==> config.mk <==
export PLATFORM = sky130hd
export DESIGN_NAME = decoder_pipe
export DESIGN_NICKNAME = d
export VERILOG_FILES = /design/src/rtl/decoder_pipe.sv
export SDC_FILE = /design/constraint.sdc
export NUM_CORES = 1
export LEC_CHECK = 0
export CAP_MARGIN = 20
export CORE_AREA = 2 2 60 76
export CTS_CLUSTER_DIAMETER = 200
export DETAILED_ROUTE_END_ITERATION = 10
export DIE_AREA = 0 0 62 78
export PLACE_DENSITY = 0.79
export SYNTH_ARGS = -nofsm -noshare
export SYNTH_HDL_FRONTEND = slang
export SYNTH_SLANG_ARGS = --single-unit
==> constraint.sdc <==
create_clock -name clk -period 1.8 [get_ports clk]
set_input_delay 0.36 -clock clk [delete_from_list [all_inputs] [get_ports clk]]
set_output_delay 0.36 -clock clk [all_outputs]
set_load 0.03 [all_outputs]
==> src/rtl/decoder_pipe.sv <==
// decoder_pipe: binary-to-one-hot / thermometer decoder feeding a 2-entry
// in-order result FIFO with valid/ready handshakes on both sides, plus a
// saturating count of out-of-range codes.
//
// occupancy | meaning
// ----------+------------------------------------------------------
// EMPTY     | no result held; out_bits/out_err forced to zero
// ONE       | head entry valid, tail unused
// FULL      | head and tail valid; in_ready low until a pop

module decoder_pipe #(
    parameter int IN_W  = 4,
    parameter int OUT_W = 16
) (
    input  logic             clk,
    input  logic             rst,
    input  logic             in_valid,
    output logic             in_ready,
    input  logic [IN_W-1:0]  in_code,
    input  logic             in_therm,
    output logic             out_valid,
    input  logic             out_ready,
    output logic [OUT_W-1:0] out_bits,
    output logic             out_err,
    output logic [7:0]       err_cnt
);

    generate
        if (IN_W < 1 || IN_W > 8) begin : g_bad_in_w
            $error("decoder_pipe: IN_W must be 1..8");
        end
        if (OUT_W < 2 || OUT_W > (2 ** IN_W)) begin : g_bad_out_w
            $error("decoder_pipe: OUT_W must be 2..2**IN_W");
        end
    endgenerate

    localparam logic [1:0] OCC_EMPTY = 2'd0;
    localparam logic [1:0] OCC_ONE   = 2'd1;
    localparam logic [1:0] OCC_FULL  = 2'd2;

    logic [1:0]       occ;
    logic [OUT_W-1:0] head_bits;
    logic             head_err;
    logic [OUT_W-1:0] tail_bits;
    logic             tail_err;
    logic [OUT_W-1:0] dec_bits;
    logic             dec_err;
    logic             push;
    logic             pop;

    // Handshake flags depend only on occupancy so no input-to-output
    // combinational path exists through the ready/valid pair.
    assign in_ready  = (occ != OCC_FULL) && (occ != 2'd3);
    assign out_valid = (occ != OCC_EMPTY);
    assign out_bits  = head_bits;
    assign out_err   = head_err;
    assign push      = in_valid && in_ready;
    assign pop       = out_valid && out_ready;

    // Decode the offered code; out-of-range codes decode to all-zero with error.
    always_comb begin
        int code_i;
        code_i   = int'({{(32 - IN_W){1'b0}}, in_code});
        dec_bits = '0;
        dec_err  = (code_i >= OUT_W);
        if (!dec_err) begin
            for (int i = 0; i < OUT_W; i++) begin
                dec_bits[i] = in_therm ? (i <= code_i) : (i == code_i);
            end
        end
    end

    // FIFO storage: head always drives the outputs, tail refills it on pop.
    always_ff @(posedge clk or posedge rst) begin
        if (rst) begin
            occ       <= OCC_EMPTY;
            head_bits <= '0;
            head_err  <= 1'b0;
            tail_bits <= '0;
            tail_err  <= 1'b0;
        end else begin
            case (occ)
                OCC_EMPTY: begin
                    if (push) begin
                        head_bits <= dec_bits;
                        head_err  <= dec_err;
                        occ       <= OCC_ONE;
                    end
                end
                OCC_ONE: begin
                    if (push && pop) begin
                        head_bits <= dec_bits;
                        head_err  <= dec_err;
                    end else if (push) begin
                        tail_bits <= dec_bits;
                        tail_err  <= dec_err;
                        occ       <= OCC_FULL;
                    end else if (pop) begin
                        head_bits <= '0;
                        head_err  <= 1'b0;
                        occ       <= OCC_EMPTY;
                    end
                end
                OCC_FULL: begin
                    if (pop) begin
                        head_bits <= tail_bits;
                        head_err  <= tail_err;
                        occ       <= OCC_ONE;
                    end
                end
                default: begin
                    head_bits <= '0;
                    head_err  <= 1'b0;
                    occ       <= OCC_EMPTY;
                end
            endcase
        end
    end

    // Count accepted out-of-range codes, holding at 255 rather than wrapping.
    always_ff @(posedge clk or posedge rst) begin
        if (rst) begin
            err_cnt <= 8'd0;
        end else if (push && dec_err && (err_cnt != 8'hFF)) begin
            err_cnt <= err_cnt + 8'd1;
        end
    end

endmodule

==> impl_metrics.env, run 1 <==
export IMPL_status="complete, no violations"
export IMPL_vias=1500
export IMPL_final_core_util_pct=60.0
export IMPL_die_x_um=62
export IMPL_drive_above_1_share_pct=29.8
export IMPL_clkTransAtPathRegs_ns=0.07
export IMPL_ioPinCount=36
export IMPL_antenna_cells=0
export IMPL_intPower_w=0.00170
export IMPL_cp_end_kind="output port"
export IMPL_ys_dominant_reg_cell="dfrtp_1"
export IMPL_insertion_delay_ns=0.29
export IMPL_cts_htree_levels=2
export IMPL_r2r_end="out_bits[13]"
export IMPL_cp_max_fo=3
export IMPL_synth_compound_area_share_pct=29.4
export IMPL_cap_viol_max_count=0
export IMPL_synthMuxAreaShare_pct=3.99
export IMPL_hp_class="in -> async"
export IMPL_wl_um=4040
export IMPL_hold_viol=0
export IMPL_io_buffer_count=26
export IMPL_drt_iter0_markers=110
export IMPL_syn_area_mm2=0.00197
export IMPL_drc=0
export IMPL_grt_setup_unrepaired="no"
export IMPL_avgViaCountPerCell=5.28
export IMPL_synth_warnings=0
export IMPL_die_area_mm2=0.00484
export IMPL_synthToLayoutAreaGrowth_pct=23.6
export IMPL_dpl_hpwl_um=2830
export IMPL_firstDrtPassIters=4
export IMPL_slew_headroom_pct=62.9
export IMPL_slew_violations=0
export IMPL_reg2reg_from="occ[0]"
export IMPL_cp_data_required_time_ns=1.44
export IMPL_synthXorXnorAreaFrac_pct=0
export IMPL_cts_sinks=34
export IMPL_crit_type="reg -> out"
export IMPL_leakage_nw=1.03
export IMPL_numCtsBuffers=5
export IMPL_place_ws_ns=-0.261
export IMPL_synth_top_family_by_area="compound AO/OA/AOI/OAI gates"
export IMPL_avgRoutedWirePerCell_um=14.2
export IMPL_cts_tree="done"
export IMPL_grt_pass1_wl_um=6600
export IMPL_period_minus_slack_ns=1.72
export IMPL_antenna_found_initial=0
export IMPL_arrival_ns=1.36
export IMPL_overflow=0
export IMPL_grt_max_degree=35
export IMPL_netlist_instances=183
export IMPL_synth_avg_cell_area_um2=10.8
export IMPL_synth_fa_ha_area_share_pct=0
export IMPL_initial_utilization_pct=48.6
export IMPL_die_h_um=78
export IMPL_ctsRootBufferMaster="clkbuf_8"
export IMPL_max_freq_ghz=0.583
export IMPL_ant_nets=0
export IMPL_fin_crit_sh_pct=95.3
export IMPL_reg2reg_slack_ns=0.28
export IMPL_synth_simple_area_share_pct=13.4
export IMPL_first_global_vias=1447
export IMPL_power_frac_clock_pct=21.7
export IMPL_layout_nets=236
export IMPL_setup_viol=0
export IMPL_synth_cell_types=41
export IMPL_tightest_slew_ns=0.556
export IMPL_p_seq_share_pct=40.4
export IMPL_r2r_cells=6
export IMPL_powerDensity_mw_per_mm2=1090
export IMPL_rows=26
export IMPL_grt_use_total_pct=18.4
export IMPL_ys_ff_latch=34
export IMPL_cp_start_kind="register"
export IMPL_combPwrFrac_pct=37.9
export IMPL_synth_async_reset_ratio_pct=100
export IMPL_swShare_pct=36.1
export IMPL_p_sw_w=0.000961
export IMPL_finClkSkew_ns=0.00952
export IMPL_synth_edf_count=0
export IMPL_coreArea_mm2=0.00407
export IMPL_seq_area_frac_synth_pct=43.1
export IMPL_fin_ws_ns=0.0843
export IMPL_vdd_ir_drop_max_uv=573
export IMPL_clock_tree_buffer_depth=2
export IMPL_gp_congestion=0.889
-- logic make-up (layout without fill, tap and decap cells) --
logic type,after synthesis,in the layout
flops,34,34
other cells,1,9
buf+inv,25,62
mux,7,7
compound gates,66,66
simple gates,50,50
-- layer usage --
metal,share of wire [%],up-vias,GRT usage (%)
li1,-,735,-
met1,46,724,24.3
met2,49,34,28.4
met3,4.4,7,5.00
met4,1.5,0,6.38
met5,0,-,0
-- how the worst max path moves through the flow --
stage	slack, ns	endpoint	startpoint	cells past startpoint
floorplan	0.40	tail_bits[1]	in_code[3]	4
global placement	-0.25	out_bits[13]	out_ready	4
detailed placement	-0.26	out_bits[13]	out_ready	4
CTS	0.04	out_bits[13]	out_ready	4
global route	0.01	out_bits[2]	in_code[3]	6
finish	0.08	out_valid	occ[1]	2
-- sequential cells by signal, summed over array words and instances (netlist names) --
signal     count
out_bits      16
tail_bits     16
occ            2
-- timing repair --
action,4_1_cts,5_1_grt
endpoints found under the setup margin,2,4
gates cloned,0,0
hold buffers,0,0
gates resized for setup,2,1
setup buffers,0,0
-- cells in the mapped netlist, types with 4 or more instances --
cell / n / area [µm²]
buf_2: 4 / 20.0
o2bb2ai_2: 10 / 150
buf_6: 6 / 67.6
nand2_1: 20 / 75.1
a32oi_1: 5 / 43.8
dfrtp_1: 34 / 851
o2bb2ai_1: 4 / 35.0
nor2_1: 9 / 33.8
o21ai_0: 19 / 95.1
o2bb2a_2: 4 / 45.0
nor3_1: 4 / 20.0
buf_4: 13 / 97.6
mux2_2: 7 / 78.8
a22oi_1: 4 / 30.0
-- placed cells by master, fill, tap and decap left out, drive strengths merged, types with 2 or more instances in the layout --
master / count
a21o: 2
a21oi: 5
a22oi: 4
a32oi: 5
buf: 26
clkbuf: 7
clkdlybuf4s50: 24
conb: 9
dfrtp: 34
dlygate4sd2: 2
inv: 2
mux2: 7
nand2: 22
nand2b: 3
nand3: 3
nor2: 12
nor3: 5
o21a: 2
o21ai: 19
o221ai: 2
o22ai: 3
o2bb2a: 7
o2bb2ai: 14
or2: 2
-- cell type report --
cell class / instances / area, µm²
clock buffers: 7 / 86.3
clock inverters: 1 / 5.00
fillers: 354 / 1630
inverters: 2 / 10.0
multi-input cells: 132 / 966
flip-flops and latches: 34 / 851
well taps: 56 / 70.1
repair buffers: 52 / 453
-- power groups by stage --
stage | clock network [W] | registers (W) | logic (W)
after floorplan | 0 | 0.00122 | 0.000560
after global placement | 0 | 0.00108 | 0.00100
after detailed placement | 0 | 0.00109 | 0.00102
after CTS | 0.000595 | 0.00108 | 0.00102
after global routing | 0.000621 | 0.00110 | 0.00109
final | 0.000577 | 0.00108 | 0.00101
-- metrics by stage --
step                      TNS, ns  hold WS (ns)  total power (W)  instance area, µm²  std cells
final                           0         0.459          0.00266                2440        284
after global routing            0         0.515          0.00281                2440        284
after CTS                       0         0.480          0.00269                2430        284
after detailed placement    -3.96         0.466          0.00211                2340        276
after global placement      -3.69         0.459          0.00208                2340        276
after floorplan                 0         0.443          0.00178                2000        191
-- critical path: stages (launching register included) --
cell and delay (ns):
dfrtp_1 0.42, or2_2 0.30, dlygate4sd2_1 0.35
(Power assumes the default switching activity.)
==> inputs of run 2 (changes only) <==
--- a/config.mk
+++ b/config.mk
@@ -10,7 +10,9 @@
 export CTS_CLUSTER_DIAMETER = 200
 export DETAILED_ROUTE_END_ITERATION = 10
 export DIE_AREA = 0 0 62 78
+export GPL_ROUTABILITY_DRIVEN = 1
 export PLACE_DENSITY = 0.79
+export RECOVER_POWER = 50
 export SYNTH_ARGS = -nofsm -noshare
 export SYNTH_HDL_FRONTEND = slang
 export SYNTH_SLANG_ARGS = --single-unit
==> run 2 against run 1 <==
  * Fmax about the same
  * First-iteration DRC count increased by 14%
  * Non-clock buffer count unchanged
  * Critical path type unchanged
  * Critical endpoint unchanged
  * Highest routed layer unchanged
==> impl_metrics.env, run 2 (synthesis results as in run 1) <==
export IMPL_status="complete, no violations"
export IMPL_vdd_ir_drop_max_uv=573
export IMPL_place_ws_ns=-0.261
export IMPL_clock_tree_buffer_depth=2
export IMPL_cp_end_kind="output port"
export IMPL_cts_tree="done"
export IMPL_slew_headroom_pct=44.9
export IMPL_power_frac_clock_pct=21.7
export IMPL_seqCellArea_um2=851
export IMPL_cp_max_fo=3
export IMPL_insertion_delay_ns=0.29
export IMPL_fin_ws_ns=0.0837
export IMPL_layout_common_cells="dfrtp_1 (34), buf_4 (23), clkdlybuf4s50_1 (22), nand2_1 (20), o21ai_0 (19)"
export IMPL_die_h_um=78
export IMPL_layout_cells_non_filler=284
export IMPL_multi_input_area_um2=966
export IMPL_ant_nets=0
export IMPL_rows=26
export IMPL_drive_above_1_share_pct=29.4
export IMPL_antenna_cells=0
export IMPL_die_x_um=62
export IMPL_io_buffer_count=26
export IMPL_period_minus_slack_ns=1.72
export IMPL_cp_data_required_time_ns=1.44
export IMPL_antenna_found_initial=0
export IMPL_layout_nets=236
export IMPL_p_seq_share_pct=40.5
export IMPL_vias=1497
export IMPL_intPower_w=0.00170
export IMPL_avgViaCountPerCell=5.27
export IMPL_cp_start_kind="register"
export IMPL_grt_setup_unrepaired="no"
export IMPL_coreArea_mm2=0.00407
export IMPL_leakage_nw=1.03
export IMPL_overflow=0
export IMPL_mostFrequentLayoutCell="dfrtp_1"
export IMPL_grt_max_degree=35
export IMPL_slew_violations=0
export IMPL_combPwrFrac_pct=37.8
export IMPL_dpl_hpwl_um=2830
export IMPL_ioPinCount=36
export IMPL_synthToLayoutAreaGrowth_pct=23.2
export IMPL_initial_utilization_pct=48.6
export IMPL_gp_congestion=0.889
export IMPL_grt_use_total_pct=18.4
export IMPL_fin_setup_tns_ns=0
export IMPL_drc=0
export IMPL_crit_type="reg -> out"
export IMPL_first_global_vias=1447
export IMPL_numCtsBuffers=5
export IMPL_hp_class="reg -> reg"
export IMPL_tightest_slew_ns=0.827
export IMPL_die_area_mm2=0.00484
export IMPL_clkTransAtPathRegs_ns=0.07
export IMPL_wl_um=4010
export IMPL_final_area_mm2=0.00243
export IMPL_cap_viol_max_count=0
export IMPL_drt_iter0_markers=125
export IMPL_arrival_ns=1.36
export IMPL_nFillCells=354
export IMPL_cts_sinks=34
export IMPL_setup_viol=0
export IMPL_fin_crit_sh_pct=95.3
export IMPL_placed_cell_area_mm2=0.00234
export IMPL_powerDensity_mw_per_mm2=1090
export IMPL_cts_htree_levels=2
export IMPL_ctsHoldBuffers=0
export IMPL_firstDrtPassIters=4
export IMPL_max_freq_ghz=0.583
export IMPL_dp_cells=276
export IMPL_ctsRootBufferMaster="clkbuf_8"
export IMPL_finClkSkew_ns=0.00962
export IMPL_p_sw_w=0.000959
export IMPL_swShare_pct=36.1
export IMPL_hold_viol=0
export IMPL_grt_pass1_wl_um=6600
export IMPL_avgRoutedWirePerCell_um=14.1
[run 2: metrics by stage]
step / utilization (%) / hold slack [ns] / total power (W)
after floorplan: - / 0.443 / 0.00178
after global placement: 57.7 / 0.459 / 0.00208
after detailed placement: 57.7 / 0.466 / 0.00211
after CTS: 59.8 / 0.480 / 0.00269
after global routing: 59.8 / 0.515 / 0.00281
final: 59.8 / 0.475 / 0.00266
[run 2: power groups by stage]
stage                     sequential [W]  clock [W]  combinational [W]
after global placement           0.00108          0            0.00100
after detailed placement         0.00109          0            0.00102
after global routing             0.00110   0.000621            0.00109
final                            0.00108   0.000577            0.00101
after CTS                        0.00108   0.000595            0.00102
after floorplan                  0.00122          0           0.000560
[run 2: final timing paths]
| kind | startpoint | end | slack (ns) | cells after the start |
|---|---|---|---|---|
| worst max register to register | occ[1] | tail_bits[6] | 0.26 | 6 |
| min in group asynchronous | rst | out_bits[0] | 0.75 | 3 |
| worst max-delay path | occ[1] | out_valid | 0.08 | 2 |
| worst min-delay path | tail_bits[10] | tail_bits[10] | 0.48 | 2 |
| max in group asynchronous | rst | out_bits[6] | 0.53 | 3 |
| worst min register to register | tail_bits[10] | tail_bits[10] | 0.48 | 2 |
[run 2: cell type report]
class | count | area share, %
Clock buffer | 7 | 3.55
Clock inverter | 1 | 0.206
Inverter | 2 | 0.412
Multi-Input combinational cell | 132 | 39.7
Sequential cell | 34 | 35.0
Tap cell | 56 | 2.88
Timing Repair Buffer | 52 | 18.3
[run 2: critical path, cell delays in order, from the launching register on]
cell and delay (ns):
dfrtp_1 0.42, or2_2 0.30, dlygate4sd2_1 0.35
[run 2: metal layers]
layer / part of all wire (%) / routed length, µm / vias up / track usage (%)
li1: - / - / 735 / -
met1: 45 / 1820 / 719 / 24.3
met2: 48 / 1940 / 36 / 28.4
met3: 4.8 / 193 / 7 / 5.00
met4: 1.5 / 60 / 0 / 6.38
met5: 0 / 0 / - / 0
[run 2: what timing repair did]
action                     CTS  global route
pin swaps                    0             0
gates resized for setup      2             1
setup endpoints to repair    2             4
buffers inserted             0             0
==> inputs of run 3 (changes only) <==
==> constraint.sdc (replaced) <==
create_clock -name clk -period 1.6 [get_ports clk]
set_input_delay 0.32 -clock clk [delete_from_list [all_inputs] [get_ports clk]]
set_output_delay 0.32 -clock clk [all_outputs]
set_load 0.03 [all_outputs]
==> run 3 against run 2 <==
  * Flip-flop and latch count unchanged
  * Clock power grew 5.5%
  * Register-to-register slack worse by 0.12 ns
  * Power grew 9.3%
  * Critical path type is now in -> reg
  * Largest power group unchanged
  * Highest routed layer unchanged
==> impl_metrics.env, run 3 (synthesis results as in run 1) <==
export IMPL_insertion_delay_ns=0.29
export IMPL_max_freq_ghz=0.648
export IMPL_holdPathEnd="tail_bits[10]"
export IMPL_initial_utilization_pct=48.6
export IMPL_gp_congestion=0.869
export IMPL_ioPinCount=36
export IMPL_clkTransAtPathRegs_ns=0.06
export IMPL_overflow=0
export IMPL_powerDensity_mw_per_mm2=1180
export IMPL_hold_viol=0
export IMPL_slew_violations=0
export IMPL_hp_class="reg -> reg"
export IMPL_drive_above_1_share_pct=33.3
export IMPL_cts_sinks=34
export IMPL_nFillCells=371
export IMPL_clock_tree_buffer_depth=2
export IMPL_firstDrtPassIters=4
export IMPL_r2r_cells=5
export IMPL_die_h_um=78
export IMPL_final_core_util_pct=60.5
export IMPL_grt_use_total_pct=18.8
export IMPL_grt_max_degree=35
export IMPL_crit_type="in -> reg"
export IMPL_cts_htree_levels=2
export IMPL_layout_cells_non_filler=287
export IMPL_antenna_cells=0
export IMPL_avgRoutedWirePerCell_um=14.2
export IMPL_vdd_ir_drop_max_uv=651
export IMPL_antenna_found_initial=0
export IMPL_reg2reg_slack_ns=0.14
export IMPL_vias=1531
export IMPL_period_minus_slack_ns=1.54
export IMPL_rows=26
export IMPL_finClkSkew_ns=0.00567
export IMPL_cap_viol_max_count=0
export IMPL_status="complete, no violations"
export IMPL_cts_tree="done"
export IMPL_min_path_cells=2
export IMPL_wl_um=4080
export IMPL_drc=0
export IMPL_seqCellArea_um2=852
export IMPL_layout_common_cells="dfrtp_1 (33), buf_4 (30), nand2_1 (20), o21ai_0 (19), dlygate4sd2_1 (18)"
export IMPL_cp_data_required_time_ns=1.81
export IMPL_ant_nets=0
export IMPL_setup_viol=0
export IMPL_mostFrequentLayoutCell="dfrtp_1"
export IMPL_path_cells="clkdlybuf4s50_1 > buf_6 > nand2_4 > a21o_4 > o2bb2a_2 > o2bb2ai_2"
export IMPL_layout_nets=241
export IMPL_r2r_end="out_bits[0]"
export IMPL_synthToLayoutAreaGrowth_pct=24.5
export IMPL_slew_headroom_pct=45.2
export IMPL_cp_end_kind="register"
export IMPL_fin_hold_ws_ns=0.483
export IMPL_cp_max_fo=8
export IMPL_multi_input_area_um2=977
export IMPL_critPathSlowestCell="clkdlybuf4s50_1"
export IMPL_dp_cells=281
export IMPL_first_global_vias=1504
export IMPL_reg2reg_from="occ[0]"
export IMPL_coreArea_mm2=0.00407
export IMPL_fin_crit_sh_pct=96.5
export IMPL_grt_setup_unrepaired="no"
export IMPL_die_area_mm2=0.00484
export IMPL_io_buffer_count=26
export IMPL_cp_start_kind="primary input"
export IMPL_placed_cell_area_mm2=0.00239
export IMPL_critPathMaxStageDelay_ns=0.54
export IMPL_leakage_nw=1.12
export IMPL_drt_iter0_markers=108
export IMPL_numCtsBuffers=5
export IMPL_avgViaCountPerCell=5.33
export IMPL_tightest_slew_ns=0.823
export IMPL_grt_pass1_wl_um=6840
export IMPL_dpl_hpwl_um=2880
export IMPL_ctsRootBufferMaster="clkbuf_8"
export IMPL_total_power_w=0.00291
export IMPL_hold_start="tail_bits[10]"
export IMPL_arrival_ns=1.75
export IMPL_final_area_mm2=0.00246
export IMPL_die_x_um=62
run 3: cell types whose count changed in the layout (fill, tap and decap cells not counted), sizes merged:
cell,change
clkinv,-1
clkbuf,-3
buf,+9
dlygate4sd2,+16
dlymetal6s2s,+1
dlygate4sd3,-1
clkdlybuf4s50,-18
run 3: power breakdown:
part	total [W]	switching (W)	internal [W]
clock network	0.000609	0.000278	0.000331
logic	0.00109	0.000648	0.000443
registers	0.00121	0.000130	0.00108
run 3: critical path, delay by kind of cell:
kind,cells,cell delay (ns)
buffers and inverters,2,0.71
AOI/OAI and AO/OA,3,0.65
and+or+nand+nor,1,0.07
run 3: how the worst max path moves through the flow:
stage,from,end,cells after the start
floorplan,in_code[3],tail_bits[1],4
global placement,out_ready,out_bits[14],4
detailed placement,out_ready,out_bits[0],4
CTS,occ[0],out_valid,2
global route,out_ready,out_bits[15],6
finish,out_ready,out_bits[12],6
run 3: layer usage:
layer / vias up / global-route usage [%] / share of wire (%)
met5: - / 0 / 0
met4: 0 / 7.02 / 1.3
met3: 5 / 4.50 / 4.1
met2: 35 / 27.8 / 51
met1: 749 / 26.1 / 44
li1: 742 / - / -
run 3: final cells by class:
| class | count | share of cell area [%] |
|---|---|---|
| Multi-Input combinational cell | 132 | 39.7 |
| Inverter | 2 | 0.407 |
| Clock buffer | 6 | 3.36 |
| Sequential cell | 34 | 34.7 |
| Tap cell | 56 | 2.85 |
| Timing Repair Buffer | 57 | 19.0 |
run 3: metrics by stage:
| step | TNS, ns | setup slack [ns] |
|---|---|---|
| final | 0 | 0.0563 |
| after global routing | 0 | 0.000919 |
| after CTS | -0.0299 | -0.0299 |
| after detailed placement | -8.87 | -0.424 |
| after global placement | -8.81 | -0.403 |
| after floorplan | 0 | 0.243 |
run 3: timing repair:
| action | CTS | global route |
|---|---|---|
| buffers inserted | 0 | 0 |
| setup endpoints to repair | 32 | 10 |
| hold buffers | 0 | 0 |
| resized for setup | 23 | 6 |
| hold endpoints to repair | 0 | 0 |
